[config.mk]
export PLATFORM = sky130hd
export DESIGN_NAME = xm_mem_ctrl
export DESIGN_NICKNAME = d
export VERILOG_FILES = /design/src/rtl/xm_mem_ctrl.sv
export SDC_FILE = /design/constraint.sdc
export NUM_CORES = 1
export LEC_CHECK = 0
export CAP_MARGIN = 20
export CORE_MARGIN = 2
export CORE_UTILIZATION = 40
export DETAILED_ROUTE_END_ITERATION = 8
export PLACE_DENSITY = 0.78
export SYNTH_ARGS = -nofsm -noshare
export SYNTH_HDL_FRONTEND = slang
export SYNTH_SLANG_ARGS = --single-unit
[constraint.sdc]
create_clock -name clk_i -period 1.74 [get_ports clk_i]
set_clock_uncertainty 0.1 [all_clocks]
set_input_delay 0.348 -clock clk_i [delete_from_list [all_inputs] [get_ports clk_i]]
set_output_delay 0.348 -clock clk_i [all_outputs]
set_load 0.02 [all_outputs]
[src/rtl/xm_mem_ctrl.sv]
// ============================================================================
//  Module   : xm_mem_ctrl
//  Brief    : Single-outstanding memory-access controller: bridges a level
//             request from the control plane onto a Wishbone-style bus.
//             Optional macro XM_MEM_TIMEOUT_EN adds a REQ-state watchdog.
//  Revision : 1.0 - initial release
// ============================================================================
`default_nettype none

module xm_mem_ctrl #(
    parameter int WORD    = 16,
    parameter int TIMEOUT = 15
) (
    input  logic            clk_i,
    input  logic            arst_i,
    input  logic            memEn_i,
    input  logic            memWr_i,
    input  logic            byteOp_i,
    input  logic [WORD-1:0] adr_i,
    input  logic [WORD-1:0] wdat_i,
    output logic [WORD-1:0] rdat_o,
    output logic            memBusy_o,
    output logic            memDone_o,
    output logic            badMem_o,
    input  logic            ack_i,
    input  logic [WORD-1:0] dat_i,
    output logic            we_o,
    output logic            stb_o,
    output logic            cyc_o,
    output logic [1:0]      sel_o,
    output logic [WORD-1:0] adr_o,
    output logic [WORD-1:0] dat_o
);

    typedef enum logic [1:0] {
        IDLE = 2'd0,
        REQ  = 2'd1,
        DONE = 2'd2
    } state_t;

    // Byte lanes assume a datapath of at least two bytes.
    if (WORD < 16 || TIMEOUT < 1) begin : g_paramCheck
        $error("xm_mem_ctrl: WORD must be >= 16 and TIMEOUT >= 1");
    end

    state_t          r_state, w_stateNext;
    logic            r_cyc, w_cycNext;
    logic            r_we, w_weNext;
    logic [1:0]      r_sel, w_selNext;
    logic [WORD-1:0] r_adr, w_adrNext;
    logic [WORD-1:0] r_dat, w_datNext;
    logic [WORD-1:0] r_rdat, w_rdatNext;
    logic            r_wr, w_wrNext;
    logic            r_byte, w_byteNext;
    logic            r_busy, w_busyNext;
    logic            r_done, w_doneNext;
    logic            r_bad, w_badNext;

`ifdef XM_MEM_TIMEOUT_EN
    localparam int                 c_CNT_W    = $clog2(TIMEOUT + 1);
    localparam logic [c_CNT_W-1:0] c_CNT_LAST = c_CNT_W'(TIMEOUT - 1);
    logic [c_CNT_W-1:0] r_cnt, w_cntNext;
`endif

    logic [WORD-1:0] w_byteWdat;
    logic [WORD-1:0] w_byteRdat;

    // Byte writes replicate the low byte onto both lanes; byte reads pick the
    // lane addressed by the latched address LSB and zero-extend it.
    always_comb begin
        w_byteWdat        = '0;
        w_byteWdat[15:0]  = {wdat_i[7:0], wdat_i[7:0]};
        w_byteRdat        = '0;
        w_byteRdat[7:0]   = r_adr[0] ? dat_i[15:8] : dat_i[7:0];
    end

    always_comb begin
        w_stateNext = r_state;
        w_cycNext   = r_cyc;
        w_weNext    = r_we;
        w_selNext   = r_sel;
        w_adrNext   = r_adr;
        w_datNext   = r_dat;
        w_rdatNext  = r_rdat;
        w_wrNext    = r_wr;
        w_byteNext  = r_byte;
        w_busyNext  = 1'b0;
        w_doneNext  = 1'b0;
        w_badNext   = 1'b0;
`ifdef XM_MEM_TIMEOUT_EN
        w_cntNext   = r_cnt;
`endif
        case (r_state)
            IDLE: begin
                if (memEn_i) begin
                    w_adrNext  = adr_i;
                    w_wrNext   = memWr_i;
                    w_byteNext = byteOp_i;
                    w_datNext  = byteOp_i ? w_byteWdat : wdat_i;
                    if (!byteOp_i && adr_i[0]) begin
                        // Misaligned word: report an error without a bus cycle.
                        w_stateNext = DONE;
                        w_doneNext  = 1'b1;
                        w_badNext   = 1'b1;
                    end else begin
                        w_stateNext = REQ;
                        w_cycNext   = 1'b1;
                        w_weNext    = memWr_i;
                        w_selNext   = !byteOp_i ? 2'b11 : (adr_i[0] ? 2'b10 : 2'b01);
                        w_busyNext  = 1'b1;
`ifdef XM_MEM_TIMEOUT_EN
                        w_cntNext   = '0;
`endif
                    end
                end
            end
            REQ: begin
                if (ack_i) begin
                    w_stateNext = DONE;
                    w_cycNext   = 1'b0;
                    w_weNext    = 1'b0;
                    w_selNext   = 2'b00;
                    w_doneNext  = 1'b1;
                    if (!r_wr) begin
                        w_rdatNext = r_byte ? w_byteRdat : dat_i;
                    end
                end
`ifdef XM_MEM_TIMEOUT_EN
                else if (r_cnt == c_CNT_LAST) begin
                    // Ack on the terminal cycle takes the branch above instead.
                    w_stateNext = DONE;
                    w_cycNext   = 1'b0;
                    w_weNext    = 1'b0;
                    w_selNext   = 2'b00;
                    w_doneNext  = 1'b1;
                    w_badNext   = 1'b1;
                end else begin
                    w_busyNext  = 1'b1;
                    w_cntNext   = r_cnt + 1'b1;
                end
`else
                else begin
                    w_busyNext  = 1'b1;
                end
`endif
            end
            DONE: begin
                w_stateNext = IDLE;
            end
            default: begin
                w_stateNext = IDLE;
                w_cycNext   = 1'b0;
                w_weNext    = 1'b0;
                w_selNext   = 2'b00;
            end
        endcase
    end

    always_ff @(posedge clk_i) begin
        if (arst_i) begin
            r_state <= IDLE;
            r_cyc   <= 1'b0;
            r_we    <= 1'b0;
            r_sel   <= 2'b00;
            r_adr   <= '0;
            r_dat   <= '0;
            r_rdat  <= '0;
            r_wr    <= 1'b0;
            r_byte  <= 1'b0;
            r_busy  <= 1'b0;
            r_done  <= 1'b0;
            r_bad   <= 1'b0;
`ifdef XM_MEM_TIMEOUT_EN
            r_cnt   <= '0;
`endif
        end else begin
            r_state <= w_stateNext;
            r_cyc   <= w_cycNext;
            r_we    <= w_weNext;
            r_sel   <= w_selNext;
            r_adr   <= w_adrNext;
            r_dat   <= w_datNext;
            r_rdat  <= w_rdatNext;
            r_wr    <= w_wrNext;
            r_byte  <= w_byteNext;
            r_busy  <= w_busyNext;
            r_done  <= w_doneNext;
            r_bad   <= w_badNext;
`ifdef XM_MEM_TIMEOUT_EN
            r_cnt   <= w_cntNext;
`endif
        end
    end

    assign cyc_o     = r_cyc;
    assign stb_o     = r_cyc;
    assign we_o      = r_we;
    assign sel_o     = r_sel;
    assign adr_o     = r_adr;
    assign dat_o     = r_dat;
    assign rdat_o    = r_rdat;
    assign memBusy_o = r_busy;
    assign memDone_o = r_done;
    assign badMem_o  = r_bad;

endmodule

`default_nettype wire

==> flow_summary.ini <==
[status]
status = complete, no violations

[power]
ir_drop_mv = 0.506
leakagePower_uw = 0.00207
power_density_mw_per_mm2 = 891

[yosys]
yosysWarnings = 0
synth_top_area_share_pct = 50.1
avgSynthCellArea_sq_um = 8.73
synth_area_sq_mm = 0.00236
synth_cells = 270
synthFlopType = dfxtp_1
ys_ff_latch = 59
synth_nets = 324
yosysTopAreaCell = dfxtp_1
async_flop_share_pct = 0
synth_edf_count = 0
synth.most_common_cell = nand2_1
ys_types = 28
synthTopCellsByArea = dfxtp_1 (50%), nand2_1 (11%), a21oi_1 (7.9%)
synth_common_cells = nand2_1 (69), dfxtp_1 (59), a21oi_1 (37)
ys_seq_area_share_pct = 50.1

[placement]
port_buffers = 109
hpwl_microns = 4460
placed_cells = 441
routabilityCongestion = 0.771

[global_routing]
grt_pass1_vias = 2196
antenna_found_initial = 0
grt_use_total_pct = 19.9
grt_pass1_wl_microns = 9960
grt_max_degree = 41
grt_overflow = 0

[sta]
min_period_over_period_pct = 97.8
tightest_slew_ps = 380
finalHoldViolations = 0
whs_ps = 262
rsz0062_at_grt = false
max_slew_margin_pct = 74.6
max_freq_ghz = 0.588
maxSlewViolCount = 0
setup_viol = 0
finalCriticalPeriod_ps = 1700

[layout]
syn2layout_area_growth_pct = 61.6
drive_above_1_share_pct = 10.2
instances_no_fill = 456
fin_nets = 434
diodes = 0

[worst_setup_path]
reg2reg_depth = 3
endpoint_kind = output port
max_stage_delay_ps = 600
cp_top_family = buffers and inverters
worstPathCellList = clkdlybuf4s50_1
slowest_stage = clkdlybuf4s50_1
crit_buf_inv = 1
cp-start-kind = flop
cp.depth = 1
path_class = flop to output port
path_max_fanout = 2
worstPathArrival_ps = 1250
crit_required_ps = 1290

[floorplanning]
die_y_microns = 80.7
die_w_microns = 80.7
die-area_sq_mm = 0.00652
core_sq_mm = 0.00561
start_util_pct = 42.0
rows = 27
io_pins = 110

[routing]
drc = 0
dr.pass1.iters = 4
drtIter0Drc = 112
vias_per_cell = 4.95
wl_microns = 6400
wl_per_cell_microns = 14.0
ant_nets = 0
vias = 2259

[clocking]
ctsResizeCount = 6
clkSlewWorstSetupHoldPaths_ps = 70
cts_buffer_depth = 2
post_cts_buffers = 0
cts_max_level = 3
cts_tree = yes
root_buffer = clkbuf_8
cts_sinks = 59
numCtsBuffers = 9
postCtsHoldBufs = 0
clk_latency_ps = 320

[worst_hold_path]
hold_class = input port to flop
holdPathStages = 3

[flow_run]
drv_cap = 0
cell type report:
type,count,area (sq um)
tap,72,90.1
clock buffer,13,159
clock inverter,2,35.0
fill,478,1800
timing repair buffer,122,1300
sequential,59,1180
multi-input combinational,188,1040
layer usage:
metal | track usage, % | vias to the layer above | part of all wire [%]
met5 | 0 | - | 0
met4 | 8.81 | 0 | 1.2
met2 | 33.1 | 86 | 48
met3 | 5.44 | 8 | 7.4
met1 | 24.1 | 1018 | 44
li1 | - | 1147 | -
registers in the layout, summed over array words and instances (netlist names):
name,cells
r_byte,1
dat_o,16
rdat_o,16
memBusy_o,1
r_wr,1
r_state,2
cyc_o,1
memDone_o,1
adr_o,16
badMem_o,1
we_o,1
sel_o,2
path summary, 6_finish.rpt:
kind	startpoint	to	slack [ps]
max	rdat_o[10]	rdat_o[10]	40
min	arst_i	badMem_o	260
max reg2reg	r_state[0]	rdat_o[6]	130
min reg2reg	adr_o[10]	adr_o[10]	350
where the power goes:
group | total (uW) | switching [uW] | internal (uW)
combinational | 681 | 337 | 344
clock | 1220 | 489 | 731
sequential | 1490 | 52.0 | 1440
through the flow:
stage / utilization [%] / TNS [ps] / cell area [sq um] / worst slack [ps] / power [uW]
after CTS: 66.1 / 0 / 3700 / 2.85 / 3440
after global placement: 62.7 / -1970 / 3520 / -65.2 / 2210
after global routing: 67.9 / 0 / 3810 / 0.607 / 3550
final: 67.9 / 0 / 3810 / 38.1 / 3390
after detailed placement: 62.7 / -2700 / 3520 / -118 / 2220
after floorplan: - / 0 / 2360 / 339 / 1870
cell families (layout without fill, tap and decap cells):
kind of cell	after synthesis	in the layout	share of synthesized area, %
buffers and inverters	23	137	5.79
AND/OR/NAND/NOR	122	122	24.5
flip-flops	59	59	50.1
multiplexers	8	8	3.40
AO/OA/AOI/OAI	58	58	16.1
cells in the final DEF (no fill, tap or decap), types with 2 or more instances in the layout:
master	count
a211oi_1	4
a211oi_2	5
a21oi_1	37
a311oi_1	7
a31o_2	3
buf_12	2
buf_4	11
clkbuf_1	2
clkbuf_8	11
clkdlybuf4s50_1	61
dfxtp_1	59
dlygate4sd2_1	6
dlymetal6s2s_1	41
mux2i_1	8
nand2_1	69
nand3_1	8
nand3b_1	8
nor2_1	20
nor2b_1	4
nor3_1	5
(Power assumes the default switching activity.)
